$ cat config.mk
export PLATFORM = sky130hd
export DESIGN_NAME = cpu_bus_capture_flat
export DESIGN_NICKNAME = d
export VERILOG_FILES = /design/src/rtl/cpu_bus_capture_if.sv /design/src/rtl/cpu_bus_capture.sv /design/src/flat_wrapper.sv
export SDC_FILE = /design/constraint.sdc
export NUM_CORES = 1
export LEC_CHECK = 0
export CORE_UTILIZATION = 30
export CTS_CLUSTER_DIAMETER = 50
export CTS_CLUSTER_SIZE = 25
export DETAILED_ROUTE_END_ITERATION = 10
export HOLD_SLACK_MARGIN = 0.08
export PLACE_DENSITY_LB_ADDON = 0.05
export SYNTH_ARGS = -nofsm -noshare
export SYNTH_HDL_FRONTEND = slang
export SYNTH_SLANG_ARGS = --single-unit
$ cat constraint.sdc
create_clock -name clk -period 1.6 [get_ports clk]
set_input_delay 0.16 -clock clk [delete_from_list [all_inputs] [get_ports clk]]
set_output_delay 0.16 -clock clk [all_outputs]
set_load 0.02 [all_outputs]
$ cat src/rtl/cpu_bus_capture_if.sv
// rtl/cpu_bus_capture_if.sv - NES CPU bus raw inputs and captured-cycle outputs
interface cpu_bus_capture_if;
    logic        m2_raw;
    logic        rw_raw;
    logic [15:0] addr_raw;
    logic [7:0]  data_raw;
    logic [15:0] cpu_addr_q;
    logic [7:0]  cpu_data_q;
    logic        cpu_rw_q;
    logic        wr_pulse;
    logic        rd_pulse;
    logic        busy;

    modport master (
        output m2_raw, rw_raw, addr_raw, data_raw,
        input  cpu_addr_q, cpu_data_q, cpu_rw_q, wr_pulse, rd_pulse, busy
    );

    modport slave (
        input  m2_raw, rw_raw, addr_raw, data_raw,
        output cpu_addr_q, cpu_data_q, cpu_rw_q, wr_pulse, rd_pulse, busy
    );
endinterface

$ cat src/rtl/cpu_bus_capture.sv
// rtl/cpu_bus_capture.sv - synchronizes the NES CPU bus and strobes each completed M2 cycle
// Optional rejected-cycle counter on glitch_cnt when CPU_GLITCH_COUNT_EN is defined.
module cpu_bus_capture #(
    parameter int SYNC_STAGES = 2,
    parameter int MIN_HIGH    = 4
) (
    input  logic               clk,
    input  logic               rst_n,
    cpu_bus_capture_if.slave   bus
`ifdef CPU_GLITCH_COUNT_EN
    ,
    output logic [7:0]         glitch_cnt
`endif
);

    typedef enum logic [1:0] {IDLE, HIGH_WAIT, VALID} state_t;

    localparam logic [3:0] MIN_HIGH_C = 4'(MIN_HIGH);

    state_t                           state_q, state_d;
    logic [3:0]                       hcnt_q, hcnt_d, hcnt_inc;
    logic [SYNC_STAGES-1:0]           m2_sync_q, m2_sync_d;
    logic [SYNC_STAGES-1:0]           rw_sync_q, rw_sync_d;
    logic [SYNC_STAGES-1:0][15:0]     addr_sync_q, addr_sync_d;
    logic [SYNC_STAGES-1:0][7:0]      data_sync_q, data_sync_d;
    logic [SYNC_STAGES:0]             prime_q, prime_d;
    logic                             m2_dly_q, m2_dly_d;
    logic                             rise_q, rise_d;
    logic                             fall_q, fall_d;
    logic [15:0]                      cpu_addr_q, cpu_addr_d;
    logic [7:0]                       cpu_data_q, cpu_data_d;
    logic                             cpu_rw_q, cpu_rw_d;
    logic                             wr_pulse_q, wr_pulse_d;
    logic                             rd_pulse_q, rd_pulse_d;
    logic                             busy_q, busy_d;
`ifdef CPU_GLITCH_COUNT_EN
    logic [7:0]                       glitch_cnt_q, glitch_cnt_d;
`endif

    logic        m2_s;
    logic        rw_s;
    logic [15:0] addr_s;
    logic [7:0]  data_s;

    assign m2_s   = m2_sync_q[SYNC_STAGES-1];
    assign rw_s   = rw_sync_q[SYNC_STAGES-1];
    assign addr_s = addr_sync_q[SYNC_STAGES-1];
    assign data_s = data_sync_q[SYNC_STAGES-1];

    always_comb begin
        m2_sync_d   = {m2_sync_q[SYNC_STAGES-2:0], bus.m2_raw};
        rw_sync_d   = {rw_sync_q[SYNC_STAGES-2:0], bus.rw_raw};
        addr_sync_d = {addr_sync_q[SYNC_STAGES-2:0], bus.addr_raw};
        data_sync_d = {data_sync_q[SYNC_STAGES-2:0], bus.data_raw};
        // prime_q tracks which synchronized samples postdate reset; a rise only
        // counts when the preceding low sample was real, not a reset zero.
        prime_d     = {prime_q[SYNC_STAGES-1:0], 1'b1};
        m2_dly_d    = m2_s;
        rise_d      = m2_s & ~m2_dly_q & prime_q[SYNC_STAGES];
        fall_d      = ~m2_s & m2_dly_q;

        hcnt_inc     = (hcnt_q == 4'hF) ? hcnt_q : hcnt_q + 4'd1;
        state_d      = state_q;
        hcnt_d       = hcnt_q;
        cpu_addr_d   = cpu_addr_q;
        cpu_data_d   = cpu_data_q;
        cpu_rw_d     = cpu_rw_q;
        wr_pulse_d   = 1'b0;
        rd_pulse_d   = 1'b0;
`ifdef CPU_GLITCH_COUNT_EN
        glitch_cnt_d = glitch_cnt_q;
`endif

        case (state_q)
            IDLE: begin
                if (rise_q) begin
                    state_d = HIGH_WAIT;
                    hcnt_d  = 4'd0;
                end
            end
            HIGH_WAIT: begin
                if (fall_q) begin
                    state_d = IDLE;
`ifdef CPU_GLITCH_COUNT_EN
                    if (glitch_cnt_q != 8'hFF) glitch_cnt_d = glitch_cnt_q + 8'd1;
`endif
                end else if (m2_s) begin
                    hcnt_d = hcnt_inc;
                    if (hcnt_inc >= MIN_HIGH_C) state_d = VALID;
                end
            end
            VALID: begin
                if (fall_q) begin
                    state_d    = IDLE;
                    wr_pulse_d = ~cpu_rw_q;
                    rd_pulse_d = cpu_rw_q;
                end else if (m2_s) begin
                    // Only M2-high samples load, so the last pre-fall value is kept.
                    hcnt_d     = hcnt_inc;
                    cpu_addr_d = addr_s;
                    cpu_data_d = data_s;
                    cpu_rw_d   = rw_s;
                end
            end
            default: state_d = IDLE;
        endcase

        busy_d = (state_d != IDLE);
    end

    always_ff @(posedge clk or negedge rst_n) begin
        if (!rst_n) begin
            state_q      <= IDLE;
            hcnt_q       <= 4'd0;
            m2_sync_q    <= '0;
            rw_sync_q    <= '0;
            addr_sync_q  <= '0;
            data_sync_q  <= '0;
            prime_q      <= '0;
            m2_dly_q     <= 1'b0;
            rise_q       <= 1'b0;
            fall_q       <= 1'b0;
            cpu_addr_q   <= 16'h0000;
            cpu_data_q   <= 8'h00;
            cpu_rw_q     <= 1'b1;
            wr_pulse_q   <= 1'b0;
            rd_pulse_q   <= 1'b0;
            busy_q       <= 1'b0;
`ifdef CPU_GLITCH_COUNT_EN
            glitch_cnt_q <= 8'h00;
`endif
        end else begin
            state_q      <= state_d;
            hcnt_q       <= hcnt_d;
            m2_sync_q    <= m2_sync_d;
            rw_sync_q    <= rw_sync_d;
            addr_sync_q  <= addr_sync_d;
            data_sync_q  <= data_sync_d;
            prime_q      <= prime_d;
            m2_dly_q     <= m2_dly_d;
            rise_q       <= rise_d;
            fall_q       <= fall_d;
            cpu_addr_q   <= cpu_addr_d;
            cpu_data_q   <= cpu_data_d;
            cpu_rw_q     <= cpu_rw_d;
            wr_pulse_q   <= wr_pulse_d;
            rd_pulse_q   <= rd_pulse_d;
            busy_q       <= busy_d;
`ifdef CPU_GLITCH_COUNT_EN
            glitch_cnt_q <= glitch_cnt_d;
`endif
        end
    end

    assign bus.cpu_addr_q = cpu_addr_q;
    assign bus.cpu_data_q = cpu_data_q;
    assign bus.cpu_rw_q   = cpu_rw_q;
    assign bus.wr_pulse   = wr_pulse_q;
    assign bus.rd_pulse   = rd_pulse_q;
    assign bus.busy       = busy_q;
`ifdef CPU_GLITCH_COUNT_EN
    assign glitch_cnt     = glitch_cnt_q;
`endif

endmodule

$ cat src/flat_wrapper.sv
// flat-port wrapper written by rule: the top's interface ports become plain ports
module cpu_bus_capture_flat 
#(
    parameter int SYNC_STAGES = 2,
    parameter int MIN_HIGH    = 4
)
  (clk, rst_n, bus_m2_raw, bus_rw_raw, bus_addr_raw, bus_data_raw, bus_cpu_addr_q, bus_cpu_data_q, bus_cpu_rw_q, bus_wr_pulse, bus_rd_pulse, bus_busy);
  cpu_bus_capture_if bus_i ();
  input  logic clk;
  input  logic rst_n;
  input wire logic [$bits(bus_i.m2_raw)-1:0] bus_m2_raw;
  input wire logic [$bits(bus_i.rw_raw)-1:0] bus_rw_raw;
  input wire logic [$bits(bus_i.addr_raw)-1:0] bus_addr_raw;
  input wire logic [$bits(bus_i.data_raw)-1:0] bus_data_raw;
  output wire logic [$bits(bus_i.cpu_addr_q)-1:0] bus_cpu_addr_q;
  output wire logic [$bits(bus_i.cpu_data_q)-1:0] bus_cpu_data_q;
  output wire logic [$bits(bus_i.cpu_rw_q)-1:0] bus_cpu_rw_q;
  output wire logic [$bits(bus_i.wr_pulse)-1:0] bus_wr_pulse;
  output wire logic [$bits(bus_i.rd_pulse)-1:0] bus_rd_pulse;
  output wire logic [$bits(bus_i.busy)-1:0] bus_busy;
  assign bus_i.m2_raw = bus_m2_raw;
  assign bus_i.rw_raw = bus_rw_raw;
  assign bus_i.addr_raw = bus_addr_raw;
  assign bus_i.data_raw = bus_data_raw;
  assign bus_cpu_addr_q = bus_i.cpu_addr_q;
  assign bus_cpu_data_q = bus_i.cpu_data_q;
  assign bus_cpu_rw_q = bus_i.cpu_rw_q;
  assign bus_wr_pulse = bus_i.wr_pulse;
  assign bus_rd_pulse = bus_i.rd_pulse;
  assign bus_busy = bus_i.busy;
  cpu_bus_capture #(.SYNC_STAGES(SYNC_STAGES), .MIN_HIGH(MIN_HIGH)) u_core (.clk(clk), .rst_n(rst_n), .bus(bus_i));
endmodule
### Yosys cells after proc, flatten, opt, wreduce, memory -nomap -nowiden

Cells that the tools add are included.

* logic and storage cells: 54
* bits in latches: 0
* memory bits (writable): 0
* register bits: 92
* memories: 0
* memory bits (read-only): 0
* output and inout port bits: 28

* order comparisons: 1
* eq/ne operators: 6
* multiplexer cells: 15
* $mul: 0
* bitwise gates (word level): 7
* add/sub/neg operators: 1
* reduce and logical (&&, ||, !) cells: 6
* shift operators: 0
* divide/modulo/power cells: 0

Operator list (count)
* two-way mux 4 bit: 4
* two-way mux 2 bit: 5
* case mux 4 bit (2 select lines): 1
* case mux 2 bit (3 select lines): 1
* adder 4 x 1 -> 4 bit (second input constant): 1
* == test 4 bit (second input constant): 1
* greater-or-equal comparator 4 x 3 -> 1 bit (second input constant): 1
* two-way mux 1 bit: 4
* != test 2 x 1 -> 1 bit (second input constant): 2
* NOT 1 bit: 4
* AND reduction 4 bit: 1
* nonzero test 2 bit: 2
* AND 1 bit: 3
* AND reduction 3 bit: 1
* == test 2 x 1 -> 1 bit (second input constant): 1
* == test 2 bit (second input constant): 1
* logical NOT 2 bit: 1
* != test 2 bit (second input constant): 1
* OR reduction 2 bit: 1

### Longest topological paths before layout

Gate-level depths: netlist (run 1).

* depth in word-level cells: 8
* depth in mapped cells: 6

### Worst setup path before layout (run 1)

Ideal clock, no wire load.

* path type: flip-flop to flip-flop
* start point: register u_core.state_q[0]
* end point: register u_core.hcnt_q[1]
* arrival: 1447 ps
* setup slack: 33 ps
* period minus slack after synthesis: 1567 ps
* stages on the path, launching flop included: 7
* setup time: 120 ps
* cells stage by stage: dfrtp_1 inv_1 ha_1 nand2b_1 a221o_2 mux2i_1 nor2_1

* cells in the longest elaborated chain, start to end: 4
* elaborated cells on any way between the ends: 10
* classes of those cells: 5 x eq/ne; 1 x mux; 4 x reduce/logical

Ends and longest elaborated chain
* start, declared: line cpu_bus_capture.sv:20 `state_t state_q, state_d;`
* start signal, assigned: line cpu_bus_capture.sv:133 `state_q <= state_d;`
* == test 2 x 1 -> 1 bit / == test 2 bit (equally long branches): line cpu_bus_capture.sv:74 `case (state_q)`
* OR reduction 2 bit (no source line)
* != test 2 x 1 -> 1 bit (no source line), or another cell as far along
* AND reduction 4 bit (no source line)
* end signal, assigned: line cpu_bus_capture.sv:134 `hcnt_q <= hcnt_d;`
* end, declared: line cpu_bus_capture.sv:21 `logic [3:0] hcnt_q, hcnt_d, hcnt_inc;`

Several ways; a longest one is shown, not always the timed one.
A chain may end at the register's enable or synchronous reset.

### Worst setup path in the final report (run 1)

* start point: register u_core.state_q[1]
* end point: register u_core.cpu_addr_q[1] (netlist: u_core.bus.cpu_addr_q[1])

* cells in the longest elaborated chain, start to end: 2

Ends and longest elaborated chain
* == test 2 bit: line cpu_bus_capture.sv:74
* AND reduction 3 bit (no source line)
* end signal, assigned: line cpu_bus_capture.sv:143 `cpu_addr_q <= cpu_addr_d;`
* end, declared: line cpu_bus_capture.sv:30 `logic [15:0] cpu_addr_q, cpu_addr_d;`

No other way between the ends.

==> results of run 1 <==
## worst max-delay path, stage by stage (launching register included)
cell and delay [ns]:
dfrtp_1 0.44, ha_1 0.23, nor2b_4 0.15, nand2_4 0.13
buf_4 0.17, mux2_2 0.33
## cell families (layout without fill, tap and decap cells)
logic type                 count (synthesis)  in the layout
DFF                                       92             92
muxes                                     26             26
and+or+nand+nor                           24             24
AOI/OAI and AO/OA                         15             15
buffers and inverters                      6             89
adders and majority gates                  5              5
other                                      1              1
xor gates and xnor gates                   1              1
## layer usage
| layer | part of all wire (%) | vias to the layer above |
|---|---|---|
| met2 | 47 | 41 |
| met1 | 46 | 783 |
| li1 | - | 724 |
| met5 | 0 | - |
| met3 | 5.5 | 6 |
| met4 | 1.4 | 0 |
## cell type report
class	count	share of cell area (%)
Multi-Input combinational cell	72	16.0
Sequential cell	92	57.0
Tap cell	129	3.99
Clock inverter	6	1.92
Inverter	4	0.371
Timing Repair Buffer	69	17.6
Clock buffer	10	3.16
## synthesized netlist by cell type (all sizes together)
cell / instances
a21oi: 4
o31ai: 2
buf: 2
o221a: 1
nor2b: 2
mux2: 25
nor2: 8
conb: 1
nand2: 6
dfrtp: 91
and2b: 1
o21bai: 1
o21a: 1
a21o: 1
xor2: 1
a31oi: 2
nand3b: 1
and3b: 1
o21ai: 1
mux2i: 1
a221o: 1
inv: 4
dfstp: 1
nand2b: 2
ha: 5
and2: 2
and3: 1
a311oi: 1
## state kept, by name, summed over array words and instances (netlist names)
| register | count |
|---|---|
| u_core.addr_s | 16 |
| u_core.addr_sync_d | 16 |
| u_core.bus.busy | 1 |
| u_core.bus.cpu_addr_q | 16 |
| u_core.bus.cpu_data_q | 8 |
| u_core.bus.cpu_rw_q | 1 |
| u_core.bus.rd_pulse | 1 |
| u_core.bus.wr_pulse | 1 |
| u_core.data_s | 8 |
| u_core.data_sync_d | 8 |
| u_core.fall_q | 1 |
| u_core.hcnt_q | 4 |
| u_core.m2_dly_q | 1 |
| u_core.m2_sync_q | 2 |
| u_core.prime_q | 3 |
| u_core.rise_q | 1 |
| u_core.rw_sync_q | 2 |
| u_core.state_q | 2 |
## what timing repair did
item,4_1_cts,5_1_grt
hold buffers,1,0
pin swaps,0,1
endpoints found under the hold margin,35,0
gates resized for setup,3,7
gates cloned,0,2
setup endpoints to repair,4,27
## power groups by stage
stage                     clock, W  sequential [W]  combinational [W]
after floorplan                  0         0.00336           0.000757
after global placement           0         0.00304            0.00206
after detailed placement         0         0.00304            0.00206
after CTS                  0.00170         0.00300            0.00212
after global routing       0.00179         0.00307            0.00237
final                      0.00160         0.00300            0.00218
## worst max-delay path by stage
stage | startpoint | end | slack [ns] | depth (start not counted)
4_1_cts | u_core.hcnt_q[1] | u_core.bus.busy | 0.004 | 5
5_1_grt | u_core.state_q[1] | u_core.hcnt_q[2] | -0.01 | 6
6_report | u_core.state_q[1] | u_core.bus.cpu_addr_q[1] | 0.05 | 5
3_5_place_dp | u_core.state_q[1] | u_core.hcnt_q[1] | -0.02 | 6
2_1_floorplan | u_core.state_q[0] | u_core.hcnt_q[1] | 0.03 | 6
3_3_place_gp | u_core.state_q[1] | u_core.hcnt_q[1] | 0.02 | 6
## per-stage QoR
| stage | power, W | setup TNS [ns] | utilization, % |
|---|---|---|---|
| 2_1_floorplan | 0.00412 | 0 | - |
| 3_3_place_gp | 0.00510 | 0 | 40.0 |
| 3_5_place_dp | 0.00511 | -0.0182 | 40.0 |
| 4_1_cts | 0.00682 | 0 | 42.5 |
| 5_1_grt | 0.00723 | -0.0535 | 43.2 |
| 6_report | 0.00678 | 0 | 43.2 |
==> out/qor.yml, run 1 <==
hp-class: "primary input to register"
hold_end: "u_core.addr_sync_d[30]"
required_ns: 1.84
track_usage_pct: 10.7
clockBufferDepth: 2
cp_max_fo: 5
slew-limit-headroom_pct: 65.8
grt_pass1_wl_mm: 8.10
core_um2: 9370
clockRootBuffer: "clkbuf_8"
skew_ns: 0.0122
dpl.hpwl_mm: 3.11
synth_simple_gate_area_share_pct: 4.38
met3_usage_pct: 5.13
drv_slew: 0
timing.rr.start: "u_core.state_q[1]"
synthTopCellsByArea: "dfrtp_1, mux2_2, ha_1"
synth_mux_area_share_pct: 9.91
max_freq_mhz: 645
maxCapViolCount: 0
cts_tree: "yes"
yosysSeqAreaShare_pct: 78.3
grt_overflow: 0
grt_pass1_vias: 1617
dr_total_vias: 1554
die_area_um2: 10200
place_area_um2: 3750
clk_pin_slew_ns: 0.10
worstMarginPinSlew_ns: 0.513
synth_cell_type_count: 31
post-place-ws_ns: -0.0182
grt_setup_unrepaired: "yes"
vias_per_cell: 4.07
min_period_ns: 1.55
post_cts_buffers: 0
hold_viol_final: 0
antenna_left: 0
status: "finished clean"
syn_nets: 203
worstPathArrival_ns: 1.79
synth-adder-area-share_pct: 2.13
fillCellCount: 897
endpoint_kind: "register"
initial_core_util_pct: 31.4
p_per_area_nw_per_um2: 1680
yosys.area.top_type: "dfrtp_1"
busiest_layer: "met2"
ir_drop_mv: 0.543
layout-drive-gt1-share_pct: 26.9
clkLatencyLatePin_ns: 0.35
setup_slack_ns: 0.0485
antenna_found_initial: 0
hp-start: "bus_addr_raw[14]"
layout_commonest_cell: "dfrtp_1"
combPwrFrac_pct: 32.2
p_leak_nw: 1.82
cts.sinks: 92
grt_max_degree: 40
switchingPower_w: 0.00208
seq_power_share_pct: 44.3
synth_top_family_by_area: "multiplexers"
yosys.area_share.xor_xnor_pct: 0.298
place_inst: 363
critPathKind: "register to register"
setup_viol: 0
ys_ff_latch: 92
reg2reg_depth: 5
antennaDiodeCount: 0
syn_to_final_growth_pct: 37.4
grtUsageMet1_pct: 13.6
fin_nets: 281
postSynthAreaPerCell_um2: 17.3
drt_iter0_drc: 30
register_area_um2: 2300
fp-row-count: 35
h-tree-depth: 3
multi_input_area_um2: 646
globalplace.congestion: 0.772
period_share_pct: 97.0
whs_path_depth: 1
clkPwrFrac_pct: 23.5
reg2reg_setup_slack_ns: 0.05
wl_per_cell_um: 12.9
synth_top_area_share_pct: 77.4
syn_area_um2: 2940
synth_cells: 170
synth_compound_area_share_pct: 3.61
finalInstanceArea_um2: 4040
power.internal_w: 0.00470
drt_first_pass_iters: 4
numPortBuffers: 55
yosys_warnings: 0
wl_mm: 4.95
die_y_um: 101
grt.met2_usage_pct: 15.9
layout_common_cells: "dfrtp_1, clkdlybuf4s50_1, mux2_2"
fin_hold_ws_ns: 0.232
ios: 56
cts_made_buffers: 9
switching_share_pct: 30.7
drc_errors: 0
instances_no_fill: 382
die_width_um: 101
rr_endpoint: "u_core.bus.cpu_addr_q[1]"
critPathLaunchType: "register"
Power figures use the tool's default switching activity.
==> run 2: changes to the inputs <==
--- a/config.mk
+++ b/config.mk
@@ -5,10 +5,11 @@
 export SDC_FILE = /design/constraint.sdc
 export NUM_CORES = 1
 export LEC_CHECK = 0
-export CORE_UTILIZATION = 30
+export CORE_UTILIZATION = 39
 export CTS_CLUSTER_DIAMETER = 50
 export CTS_CLUSTER_SIZE = 25
 export DETAILED_ROUTE_END_ITERATION = 10
+export GPL_TIMING_DRIVEN = 1
 export HOLD_SLACK_MARGIN = 0.08
 export PLACE_DENSITY_LB_ADDON = 0.05
 export SYNTH_ARGS = -nofsm -noshare
==> run 2 against run 1 <==
  * Non-clock buffer count is 2 lower
  * Cell area shrank 1.4%
  * Critical endpoint is now u_core.hcnt_q[1]
  * Register-to-register slack hardly changed
  * Power rose by 1.8%
  * Final cell count is 8.4% lower
  * Largest cell class unchanged
  * First-iteration DRC count decreased by 17%
  * Global-route usage up 3.0 points
  * Flip-flop and latch count stayed put
  * Die area is 23% lower
==> out/qor.yml, run 2 (synthesis results as in run 1) <==
core_um2: 7290  # -22%
layout_commonest_cell: "dfrtp_1"
cts_made_buffers: 9  # unchanged
vias_per_cell: 4.44  # +9.1%
initial_core_util_pct: 40.4  # +9.0 points
drt_iter0_drc: 25  # -17%
fin_hold_ws_ns: 0.243  # +0.0105 ns
skew_ns: 0.00385  # -0.00839 ns
cts.sinks: 92  # unchanged
hold_viol_final: 0  # unchanged
wl_mm: 4.75  # -3.9%
endpoint_kind: "register"
layout_common_cells: "dfrtp_1, clkdlybuf4s50_1, mux2_2"
clk_pin_slew_ns: 0.09  # about the same
timing.critical_path.from: "u_core.state_q[1]"
max_freq_mhz: 641  # -0.49%
crit_path_max_incr_delay_ns: 0.44  # about the same
critPathKind: "register to register"
grt_pass1_wl_mm: 7.74  # -4.4%
antenna_left: 0  # unchanged
worstPathArrival_ns: 1.80  # about the same
drt_first_pass_iters: 4  # unchanged
globalplace.congestion: 0.768  # -0.51%
multi_input_area_um2: 643  # -0.39%
hp-class: "primary input to async pin"
track_usage_pct: 13.8  # +3.0 points
ir_drop_mv: 0.950  # +75%
grt_setup_unrepaired: "yes"
register_area_um2: 2300  # about the same
period_share_pct: 97.4  # +0.48 points
post-place-ws_ns: -0.0651  # -0.0469 ns
numPortBuffers: 55  # unchanged
finalInstanceArea_um2: 3990  # -1.4%
h-tree-depth: 3  # unchanged
path_cells: "inv_2 > ha_4 > nand2b_4 > a221o_2 > mux2i_1 > nor2_1"
place_area_um2: 3680  # -1.8%
fillCellCount: 621  # -31%
timing.rr.start: "u_core.state_q[1]"
clkLatencyLatePin_ns: 0.34  # about the same
setup_slack_ns: 0.0408  # -0.00770 ns
fp-row-count: 31  # -11%
grt_max_degree: 52  # +30%
die_area_um2: 7900  # -23%
die_width_um: 88.9  # -12%
slowest_stage: "dfrtp_2"
die_y_um: 88.9  # -12%
antenna_found_initial: 0  # unchanged
drv_slew: 0  # unchanged
maxCapViolCount: 0  # unchanged
clockBufferDepth: 2  # unchanged
wl_per_cell_um: 13.6  # +4.9%
grt_pass1_vias: 1638  # +1.3%
drc_errors: 0  # unchanged
status: "finished clean"
dpl.hpwl_mm: 3.16  # +1.6%
p_leak_nw: 1.81  # -0.82%
antennaDiodeCount: 0  # unchanged
min_period_ns: 1.56  # +0.00770 ns
p_per_area_nw_per_um2: 1730  # +3.2%
fin_util_pct: 54.7  # +12 points
critPathLaunchType: "register"
clockRootBuffer: "clkbuf_8"
layout-drive-gt1-share_pct: 27.5  # +0.61 points
cts_tree: "yes"
setup_viol: 0  # unchanged
dr_total_vias: 1553  # -0.064%
cp_max_fo: 4  # -1
fin_nets: 279  # -0.71%
syn_to_final_growth_pct: 35.5
required_ns: 1.84  # about the same
grt_overflow: 0  # unchanged
ios: 56  # unchanged
==> run 2: cell types whose count changed in the layout (fill, tap and decap cells not counted), sizes merged <==
cell	delta
clkbuf	-2
bufinv	+1
inv	-2
buf	-1
clkinvlp	-1
clkinv	+3
==> run 2: critical path, delay by kind of cell (launching register included) <==
family	cells	cell delay [ns]
adders and majority gates	1	0.21
DFF	1	0.44
buffers and inverters	1	0.09
and+or+nand+nor	2	0.19
muxes	1	0.16
AOI/OAI and AO/OA	1	0.36
==> run 2: final timing paths <==
check,end,slack (ns),cells after the start
worst max-delay path,u_core.hcnt_q[1],0.04,6
worst min-delay path,u_core.data_s[6],0.24,2
worst max register to register,u_core.hcnt_q[1],0.04,6
worst min register to register,u_core.prime_q[1],0.35,0
max in group asynchronous,u_core.addr_sync_d[17],0.81,3
min in group clk,u_core.data_sync_d[14],0.24,1
==> run 2: what timing repair did <==
item                                   in CTS  in global routing
setup endpoints to repair                   4                 30
setup buffers                               1                  3
hold buffers                                1                  0
endpoints found under the hold margin      92                  0
resized for setup                           6                  5
pin swaps                                   1                  2
==> run 2: final cells by class <==
| class | instances | share of cell area (%) |
|---|---|---|
| clock buffer | 9 | 3.11 |
| clock inverter | 7 | 2.48 |
| inverter | 4 | 0.377 |
| multi-input combinational | 72 | 16.1 |
| sequential | 92 | 57.8 |
| tap | 99 | 3.11 |
| timing repair buffer | 67 | 17.0 |
==> run 2: report_power, final <==
part | leakage, nW | switching, W | internal [W]
sequential | 1.12 | 0.000236 | 0.00276
combinational | 0.571 | 0.00101 | 0.00120
clock | 0.115 | 0.000798 | 0.000893
total | 1.81 | 0.00205 | 0.00485
==> run 2: through the flow <==
stage | instances | power (W) | TNS (ns)
2_1_floorplan | 170 | 0.00412 | 0
5_1_grt | 350 | 0.00731 | -0.250
4_1_cts | 347 | 0.00687 | 0
6_report | 350 | 0.00690 | 0
3_5_place_dp | 329 | 0.00509 | -0.107
3_3_place_gp | 329 | 0.00501 | 0
==> run 2: layer usage <==
layer  global-route usage, %  wire (um)  vias to the layer above
li1                        -          -                      717
met1                    16.7       2010                      793
met2                    21.2       2390                       39
met3                    5.88        301                        4
met4                    6.89         51                        0
met5                       0          0                        -
==> RTL edit (settings of run 1) <==
Encoding of `state_t`: now one-hot (3 bits for 3 states).
--- a/src/rtl/cpu_bus_capture.sv
+++ b/src/rtl/cpu_bus_capture.sv
@@ -13,7 +13,7 @@
 `endif
 );
 
-    typedef enum logic [1:0] {IDLE, HIGH_WAIT, VALID} state_t;
+    typedef enum logic [2:0] {IDLE = 3'b001, HIGH_WAIT = 3'b010, VALID = 3'b100} state_t;
 
     localparam logic [3:0] MIN_HIGH_C = 4'(MIN_HIGH);
 
Check against the original RTL: no difference found for any inputs over 10 cycles, from zero or initial values and one cycle with rst_n low; not proved beyond that.
==> RTL edit against run 1 <==
Worst setup slack gained 0.050 ns. First-iteration DRC count grew 120%. Area after synthesis grew 1.1%. Sequential cell count grew 1. Wire length grew 7.7%. Core utilization shrank 1.1 points. Cell area shrank 2.2%.
Power is not compared: it rests on default switching activity, and its combinational part moved more than twofold at a synthesized area within 25%.
==> RTL edit: results (changes against run 1) <==
* Yosys cell types at 33 (was 31)
* Crit path arrival time at 1.34 ns (was 1.79 ns)
* Post-Synth XOR/XNOR Area at 0% (was 0.2976%)
* Slowest cell on crit path: clkdlybuf4s50_1 (was dfrtp_1)
* Met2 Use GR at 18.24% (was 15.86%)
* GR Layer Usage met3 at 3.934% (was 5.132%)
* Dpl cells at 413 (was 363)
* Gr usage total at 11.84% (was 10.73%)
* Routability cong. at 0.7941 (was 0.7718)
* Post-synthesis average cell area at 13.22 sq um (was 17.31 sq um)
* Fill cells at 900 (was 897)
* Routed WL at 5326 um (was 4946 um)
* Synth Area in Adders at 0.4207% (was 2.126%)
* Seq/Total Area, Yosys at 78.33% (was 78.27%)
* Commonest cells in the netlist: dfrtp_1 (91), nand2_1 (79), a21oi_1 (7), nand3_1 (5), nor2_1 (4) (was dfrtp_1 (91), mux2_2 (25), nor2_1 (8), ha_1 (5), nand2_1 (5))
* Share of layout cells above drive strength 1 at 10.93% (was 26.88%)
* Dpl cell area at 0.003749 sq mm (was 0.003750 sq mm)
* Compound-Gate Fraction of Synth Area at 4.375% (was 3.614%)
* Outcome: finished clean (unchanged)
* Worst Skew at 0.01073 ns (was 0.01224 ns)
* Family with the most delay on the worst path: buffers and inverters (was flip-flops)
* Final Net Count at 326 (was 281)
* First-pass GRT wire length at 8997 um (was 8100 um)
* Crit Path Max Fanout at 2 (was 5)
* Crit-path max cell delay at 0.62 ns (was 0.44 ns)
## RTL edit: worst paths after layout
check	from	endpoint	slack, ns	cells after the start
max	u_core.bus.cpu_addr_q[9]$_DFFE_PN0P_	bus_cpu_addr_q[9]	0.1	1
min	bus_addr_raw[0]	u_core.addr_sync_d[16]$_DFF_PN0_	0.24	1
max reg2reg	u_core.hcnt_q[0]$_DFFE_PN0P_	u_core.state_q[1]$_DFF_PN0_	0.1	5
min reg2reg	u_core.data_sync_d[8]$_DFF_PN0_	u_core.data_s[0]$_DFF_PN0_	0.35	0
max in group asynchronous	rst_n	u_core.bus.cpu_rw_q$_DFFE_PN1P_	0.79	3
min in group asynchronous	rst_n	u_core.bus.wr_pulse$_DFF_PN0_	0.27	2
## RTL edit: power by group through the flow
stage / Sequential (mW) / Clock [mW] / Combinational (mW)
floorplan: 2.52 / 0 / 0.0476
global placement: 2.53 / 0 / 0.189
detailed placement: 2.53 / 0 / 0.192
CTS: 2.48 / 1.53 / 0.193
global route: 2.50 / 1.64 / 0.217
finish: 2.48 / 1.45 / 0.192
## RTL edit: routing by layer
layer / part of all wire, % / up-vias
li1: - / 862
met1: 47 / 878
met2: 48 / 41
met3: 4.2 / 5
met4: 1.2 / 0
met5: 0 / -
## RTL edit: metrics by stage
stage	TNS [ns]	hold WS [ns]	utilization [%]	setup slack, ns
finish	0	0.2380	42.01	0.09844
detailed placement	0	0.1097	39.81	0.08111
floorplan	0	-0.1356	-	0.1992
global route	-0.02303	0.2005	42.01	-0.01295
global placement	0	0.1079	39.81	0.08038
CTS	0	0.2145	41.87	0.06164
## RTL edit: repair_timing
action | 4_1_cts | 5_1_grt
endpoints found under the hold margin | 91 | 0
hold buffers | 1 | 0
setup buffers | 0 | 1
pin swaps | 0 | 2
endpoints found under the setup margin | 1 | 5
gates resized for setup | 1 | 3
## RTL edit: cells by family after synthesis
kind of cell	after synthesis
AO/OA/AOI/OAI	20
adder cells (fa/ha/maj)	1
buffers and inverters	9
flip-flops	93
other	1
AND/OR/NAND/NOR	101
## RTL edit: cell type report
type,count,area share [%]
Inverter,3,0.2847
Multi-Input combinational cell,123,15.22
Clock buffer,11,3.575
Clock inverter,5,1.107
Timing Repair Buffer,67,16.80
Sequential cell,93,58.94
Tap cell,129,4.081
